[src/rtl/comp_search_nb.sv]
// Binary-search controller. It drives the a input of an n-bit magnitude
// comparator and reads eq/lt/gt back. The comparator's b input carries an
// unknown target. The controller recovers that target with one probe per
// clock and needs at most n+1 probes.
module comp_search_nb #(
  parameter int n  = 5,
  localparam int SW = $clog2(n+2)
) (
  input  logic          clk,
  input  logic          rst_n,
  input  logic          start,
  input  logic          cmp_eq,
  input  logic          cmp_lt,
  input  logic          cmp_gt,
  output logic [n-1:0]  guess,
  output logic [n-1:0]  result,
  output logic          busy,
  output logic          done,
  output logic          found,
  output logic          err,
  output logic [SW-1:0] steps
);

  typedef enum logic [1:0] {IDLE, PROBE, DONE} state_t;

  localparam logic [n-1:0]  VMAX  = {n{1'b1}};
  localparam logic [SW-1:0] LIMIT = SW'(n+1);

  state_t        state, state_n;
  logic [n-1:0]  lo, hi, lo_n, hi_n, guess_n, result_n;
  logic          found_n, err_n;
  logic [SW-1:0] steps_n;
  logic [n:0]    sum;
  logic [1:0]    nhot;

  // Count how many feedback lines are high. Exactly one must be set.
  assign nhot = 2'(cmp_eq) + 2'(cmp_lt) + 2'(cmp_gt);
  assign busy = (state == PROBE);
  assign done = (state == DONE);

  // Next-state and datapath. The midpoint adds at n+1 bits, so it cannot overflow.
  always_comb begin
    state_n  = state;
    lo_n     = lo;
    hi_n     = hi;
    guess_n  = guess;
    result_n = result;
    found_n  = found;
    err_n    = err;
    steps_n  = steps;
    sum      = '0;
    case (state)
      IDLE: if (start) begin
        lo_n    = '0;
        hi_n    = VMAX;
        sum     = {1'b0, VMAX};
        guess_n = sum[n:1];
        steps_n = '0;
        found_n = 1'b0;
        err_n   = 1'b0;
        state_n = PROBE;
      end
      PROBE: begin
        steps_n = steps + SW'(1);
        if (nhot != 2'd1) begin
          err_n   = 1'b1;
          found_n = 1'b0;
          state_n = DONE;
        end else if (cmp_eq) begin
          result_n = guess;
          found_n  = 1'b1;
          state_n  = DONE;
        end else if ((cmp_lt && guess == VMAX) || (cmp_gt && guess == '0)) begin
          // The target lies outside the representable range: the feedback is inconsistent.
          err_n   = 1'b1;
          found_n = 1'b0;
          state_n = DONE;
        end else begin
          if (cmp_lt) lo_n = guess + n'(1);
          else        hi_n = guess - n'(1);
          sum     = {1'b0, lo_n} + {1'b0, hi_n};
          guess_n = sum[n:1];
          if (lo_n > hi_n || steps_n == LIMIT) begin
            err_n   = 1'b1;
            found_n = 1'b0;
            state_n = DONE;
          end
        end
      end
      DONE:    state_n = IDLE;
      default: state_n = IDLE;
    endcase
  end

  // State and datapath registers. An asynchronous reset aborts any search in progress.
  always_ff @(posedge clk or negedge rst_n) begin
    if (!rst_n) begin
      state  <= IDLE;
      lo     <= '0;
      hi     <= '0;
      guess  <= '0;
      result <= '0;
      found  <= 1'b0;
      err    <= 1'b0;
      steps  <= '0;
    end else begin
      state  <= state_n;
      lo     <= lo_n;
      hi     <= hi_n;
      guess  <= guess_n;
      result <= result_n;
      found  <= found_n;
      err    <= err_n;
      steps  <= steps_n;
    end
  end

endmodule
[config.mk]
export PLATFORM = sky130hd
export DESIGN_NAME = comp_search_nb
export DESIGN_NICKNAME = d
export VERILOG_FILES = /design/src/rtl/comp_search_nb.sv
export SDC_FILE = /design/constraint.sdc
export NUM_CORES = 1
export LEC_CHECK = 0
export BUFFER_PORTS_ARGS = -buffer_cell sky130_fd_sc_hd__buf_2
export CAP_MARGIN = 10
export CORE_UTILIZATION = 45
export CTS_CLUSTER_DIAMETER = 60
export DETAILED_ROUTE_END_ITERATION = 10
export HOLD_SLACK_MARGIN = 0.02
export SLEW_MARGIN = 20
export SYNTH_ARGS = -nofsm -noshare
export SYNTH_HDL_FRONTEND = slang
export SYNTH_SLANG_ARGS = --single-unit
[constraint.sdc]
create_clock -name clk -period 7.1 [get_ports clk]
set_clock_uncertainty 0.15 [all_clocks]
set_input_delay 2.13 -clock clk [delete_from_list [all_inputs] [get_ports clk]]
set_output_delay 2.13 -clock clk [all_outputs]
set_load 0.005 [all_outputs]
==> results of run 1 <==
## cell type report
class / count / area, um2
Fill cell: 349 / 1785
Tap cell: 48 / 60.06
Sequential cell: 27 / 675.6
Inverter: 14 / 52.55
Clock buffer: 4 / 45.04
Timing Repair Buffer: 22 / 110.1
Multi-Input combinational cell: 125 / 959.7
## metrics by stage
stage,area [um2],util [%]
2_1_floorplan,1754,-
3_3_place_gp,1858,50.37
3_5_place_dp,1858,50.37
4_1_cts,1903,51.59
5_1_grt,1903,51.59
6_report,1903,51.59
## cells by family after synthesis
| kind of cell | Yosys count | share of synthesized area, % |
|---|---|---|
| simple gates | 49 | 15.69 |
| compound gates | 39 | 14.48 |
| flops | 27 | 38.52 |
| buf+inv | 21 | 6.776 |
| fa+ha+maj | 17 | 12.98 |
| mux | 12 | 7.561 |
| xor+xnor | 8 | 3.994 |
## cells in the mapped netlist, types with 2 or more instances
master / instances / area share (%)
nand2b_1: 5 / 1.8
buf_2: 2 / 0.57
mux2i_1: 4 / 2.3
xnor2_1: 2 / 1.0
buf_6: 2 / 1.3
fa_1: 2 / 2.3
a31oi_1: 3 / 1.1
a21oi_1: 5 / 1.4
nor2b_1: 7 / 2.5
nand2_1: 9 / 1.9
buf_8: 2 / 1.7
o21ai_1: 11 / 3.1
nor3_1: 2 / 0.57
o21ai_0: 9 / 2.6
nand3_1: 5 / 1.4
ha_1: 15 / 11
mux2_2: 7 / 4.5
inv_1: 13 / 2.8
and3_1: 3 / 1.1
xor2_1: 6 / 3.0
nor2_1: 11 / 2.4
and2_1: 2 / 0.71
o21bai_1: 2 / 0.86
dfrtp_1: 27 / 39
## path summary, 6_finish.rpt
kind / from / to / slack [ns] / cells past startpoint
worst max-delay path: cmp_lt / found / 2.51 / 10
worst min-delay path: err / err / 0.33 / 2
worst max register to register: guess[0] / found / 3.74 / 12
worst min register to register: err / err / 0.33 / 2
max in group asynchronous: rst_n / lo[1] / 4.70 / 1
min in group asynchronous: rst_n / err / 1.71 / 1
## state kept, by name, indices dropped and copies added (netlist names)
register and flops:
err 1, found 1, guess 5, hi 5, lo 5, result 5, state 2, steps 3
## layer usage
metal / wire (um) / part of all wire (%)
met1: 1693 / 46
met2: 1798 / 49
met3: 95 / 2.6
met4: 85 / 2.3
met5: 0 / 0
## worst max-delay path: stages
cell and delay [ns]:
buf_2 0.21, clkinv_1 0.28, mux2i_2 0.36, inv_1 0.08, ha_1 0.34, nor3_1 0.32, o21ai_0 0.15, a32oi_1 0.28
a2111oi_4 0.08, o32a_1 0.36
## power by group
group | internal, mW | switching [mW] | total [mW]
Combinational | 0.0912 | 0.114 | 0.205
Clock | 0.0403 | 0.0487 | 0.0890
Sequential | 0.190 | 0.0317 | 0.221
==> results.json, run 1 <==
{
  "outcome": "finished clean",
  "cts_tree": "done",
  "layoutNonFillerInstCount": 240,
  "syn-num-nets": 196,
  "fp.coreArea_um2": 3689,
  "p_leak_nw": 0.9149,
  "setup_viol": 0,
  "cap_violations": 0,
  "synth_edf_count": 0,
  "fin_ws_ns": 2.514,
  "start_util_pct": 47.56,
  "grt_pass1_wl_um": 6210,
  "worstSetupEndpointType": "flip-flop",
  "worst_pin_slew_ns": 0.6105,
  "synth_area_per_cell_um2": 10.14,
  "critPathRequiredTime_ns": 7.11,
  "ys_seq_elements": 27,
  "fin_crit_ns": 4.586,
  "cts_resized": 0,
  "fin_nets": 216,
  "finalMaxSlewViolations": 0,
  "pre_cts_ws_ns": 2.233,
  "power_density_nw_per_um2": 270.7,
  "first_global_vias": 1304,
  "grt_usage_pct": 19.75,
  "first_pass_iters": 4,
  "clk_pin_slew_ns": 0.09,
  "cts_sinks": 27,
  "dp.cells": 236,
  "holdWs_ns": 0.3342,
  "num_rows": 22,
  "grt_use_met3_pct": 1.761,
  "place_congestion": 0.9532,
  "clk_latency_ns": 0.27,
  "cts_buffer_depth": 2,
  "post-cts-setup-buffers": 0,
  "synthArstFlopShare_pct": 100.0,
  "drc": 0,
  "root_buffer": "clkbuf_8",
  "io_buffers": 22,
  "met1_usage_pct": 25.34,
  "hold_viol": 0,
  "hpwl_um": 2755,
  "wl_per_cell_um": 15.31,
  "power.total_mw": 0.5152,
  "synth_warnings": 0,
  "ys.flop_type": "dfrtp_1",
  "antenna_found_initial": 0,
  "dr.first_iter.drc_count": 72,
  "wl_um": 3674,
  "vias_per_cell": 5.329,
  "cts_hold_buf": 0,
  "max_freq_ghz": 0.2180,
  "slew_headroom_pct": 59.30,
  "layout_commonest_cell": "dfrtp_1",
  "rsz0062_at_grt": "no",
  "crit_type": "primary input to flip-flop",
  "die_h_um": 64.44,
  "ir_drop_uv": 74.75,
  "die_w_um": 64.44,
  "io-pin-count": 23,
  "ant_nets": 0,
  "htree_levels": 1,
  "crit_path_start_kind": "primary input",
  "syn_inst": 173,
  "cp.arrival_ns": 4.60,
  "grtUsageMet2_pct": 33.95,
  "crit_fanout": 12,
  "antenna-diode-count": 0,
  "grt.busiest_layer": "met2",
  "synth_cell_types": 41,
  "via_count": 1279,
  "layout_common_cells": "27 x dfrtp_1, 22 x buf_2, 15 x ha_1",
  "timing.setup.tns_ns": 0,
  "numCtsBuffers": 3,
  "hp-class": "flip-flop to flip-flop",
  "drive_gt1_share_pct": 19.27,
  "grt-ovfl-total": 0,
  "grt_max_degree": 30,
  "period_share_pct": 64.60,
  "yosysSeqAreaShare_pct": 38.52,
  "synth.cell_area_um2": 1754,
  "dieArea_um2": 4152,
  "syn_to_final_growth_pct": 8.488
}
(Power assumes the default switching activity.)
==> run 2: changes to the inputs <==
--- a/config.mk
+++ b/config.mk
@@ -11,6 +11,7 @@
 export CTS_CLUSTER_DIAMETER = 60
 export DETAILED_ROUTE_END_ITERATION = 10
 export HOLD_SLACK_MARGIN = 0.02
+export PLACE_DENSITY = 0.67
 export SLEW_MARGIN = 20
 export SYNTH_ARGS = -nofsm -noshare
 export SYNTH_HDL_FRONTEND = slang
==> constraint.sdc (replaced) <==
create_clock -name clk -period 3.68 [get_ports clk]
set_clock_uncertainty 0.15 [all_clocks]
set_input_delay 1.104 -clock clk [delete_from_list [all_inputs] [get_ports clk]]
set_output_delay 1.104 -clock clk [all_outputs]
set_load 0.005 [all_outputs]
==> results.json, run 2 (same netlist as run 1, synthesis figures left out) <==
{
  "outcome": "finished clean",
  "post-cts-setup-buffers": 0,
  "period_share_pct": 90.20,
  "place_congestion": 0.8918,
  "cts_hold_buf": 0,
  "layout_commonest_cell": "dfrtp_1",
  "crit_fanout": 12,
  "cap_violations": 0,
  "dieArea_um2": 4152,
  "switching_power_mw": 0.3723,
  "first_pass_iters": 4,
  "layoutNonFillerInstCount": 243,
  "dr.first_iter.drc_count": 52,
  "io-pin-count": 23,
  "cts_sinks": 27,
  "htree_levels": 1,
  "setup_viol": 0,
  "timing.setup.tns_ns": 0,
  "fp.coreArea_um2": 3689,
  "ant_nets": 0,
  "syn_to_final_growth_pct": 9.772,
  "fin_crit_ns": 3.319,
  "cp.arrival_ns": 3.39,
  "p_int_mw": 0.6236,
  "ir_drop_uv": 144.4,
  "power_density_nw_per_um2": 517.2,
  "grt_usage_pct": 18.82,
  "numCtsBuffers": 3,
  "grt.busiest_layer": "met2",
  "die_w_um": 64.44,
  "grt_pass1_wl_um": 5961,
  "fillers": 355,
  "clk_pin_slew_ns": 0.10,
  "io_buffers": 22,
  "wl_um": 3540,
  "critPathSlowestCell": "fa_1",
  "first_global_vias": 1273,
  "cts_buffer_depth": 2,
  "hold_viol": 0,
  "critPathRequiredTime_ns": 3.75,
  "hpwl_um": 2704,
  "grt-ovfl-total": 0,
  "grt_max_degree": 28,
  "drive_gt1_share_pct": 20.51,
  "p_sw_share_pct": 37.38,
  "slew_headroom_pct": 60.01,
  "clkPwrFrac_pct": 17.3,
  "via_count": 1297,
  "die_h_um": 64.44,
  "max_freq_ghz": 0.3013,
  "clk_latency_ns": 0.27,
  "layout_common_cells": "27 x dfrtp_1, 22 x buf_2, 15 x ha_1",
  "finalMaxSlewViolations": 0,
  "dp.cells": 239,
  "cts_tree": "done",
  "num_rows": 22,
  "rsz0062_at_grt": "no",
  "hp-class": "flip-flop to flip-flop",
  "grtUsageMet2_pct": 31.45,
  "worstSetupEndpointType": "flip-flop",
  "crit_path_start_kind": "primary input",
  "start_util_pct": 47.56,
  "root_buffer": "clkbuf_8",
  "antenna_found_initial": 0,
  "met1_usage_pct": 25.73,
  "drc": 0,
  "worst_pin_slew_ns": 0.5999,
  "vias_per_cell": 5.337,
  "cts_resized": 0,
  "seq_power_share_pct": 42.9,
  "p_leak_nw": 0.9286,
  "cp_cell_sequence": "buf_2 -> clkinv_1 -> buf_4 -> fa_1 -> nor2b_1 -> nand4_4 -> a2111oi_4 -> o32a_1",
  "crit_type": "primary input to flip-flop",
  "combPwrFrac_pct": 39.8,
  "fin_nets": 219,
  "wl_per_cell_um": 14.57,
  "grt_use_met3_pct": 1.761,
  "antenna-diode-count": 0,
  "max_stage_delay_ns": 0.45
}
[run 2: changes by cell type in the layout (fill, tap and decap cells not counted), sizes merged]
cell  delta
buf      +3
[run 2: power groups by stage]
stage          Combinational (mW)  Clock [mW]  Sequential, mW
3_5_place_dp                0.396           0           0.434
4_1_cts                     0.399       0.175           0.428
5_1_grt                     0.443       0.189           0.441
2_1_floorplan               0.278           0           0.419
3_3_place_gp                0.389           0           0.429
6_report                    0.396       0.173           0.427
[run 2: through the flow]
stage	worst slack, ns	instance area [um2]	utilization, %	hold slack (ns)	power (mW)
after floorplan	0.4111	1754	-	0.3176	0.6969
after global placement	0.1692	1881	50.98	0.3127	0.8174
after detailed placement	0.08114	1881	50.98	0.3112	0.8298
after CTS	0.3575	1926	52.20	0.3329	1.002
after global routing	0.1277	1926	52.20	0.3851	1.073
final	0.3606	1926	52.20	0.3277	0.9960
[run 2: layout make-up]
| class | count | area [um2] | area share [%] |
|---|---|---|---|
| Clock buffer | 4 | 45.04 | 2.339 |
| Inverter | 14 | 52.55 | 2.729 |
| Multi-Input combinational cell | 125 | 959.7 | 49.84 |
| Sequential cell | 27 | 675.6 | 35.09 |
| Tap cell | 48 | 60.06 | 3.119 |
| Timing Repair Buffer | 25 | 132.6 | 6.888 |
[run 2: critical path, delay by kind of cell]
kind                       cells  cell delay [ns]
buffers and inverters          3             0.59
and+or+nand+nor                2             0.61
adders and majority gates      1             0.45
AOI/OAI and AO/OA              2             0.63
[run 2: final timing paths]
check,startpoint,to,slack [ns],depth (start not counted)
setup / recovery,cmp_lt,found,0.36,8
hold / removal,err,err,0.33,2
setup reg to reg,guess[0],found,0.37,11
hold reg to reg,err,err,0.33,2
max in group asynchronous,rst_n,lo[0],2.31,1
min in group asynchronous,rst_n,found,0.67,1
[run 2: metal layers]
layer	up-vias	wire (um)
li1	637	-
met1	634	1637
met2	22	1712
met3	4	147
met4	0	43
met5	-	0
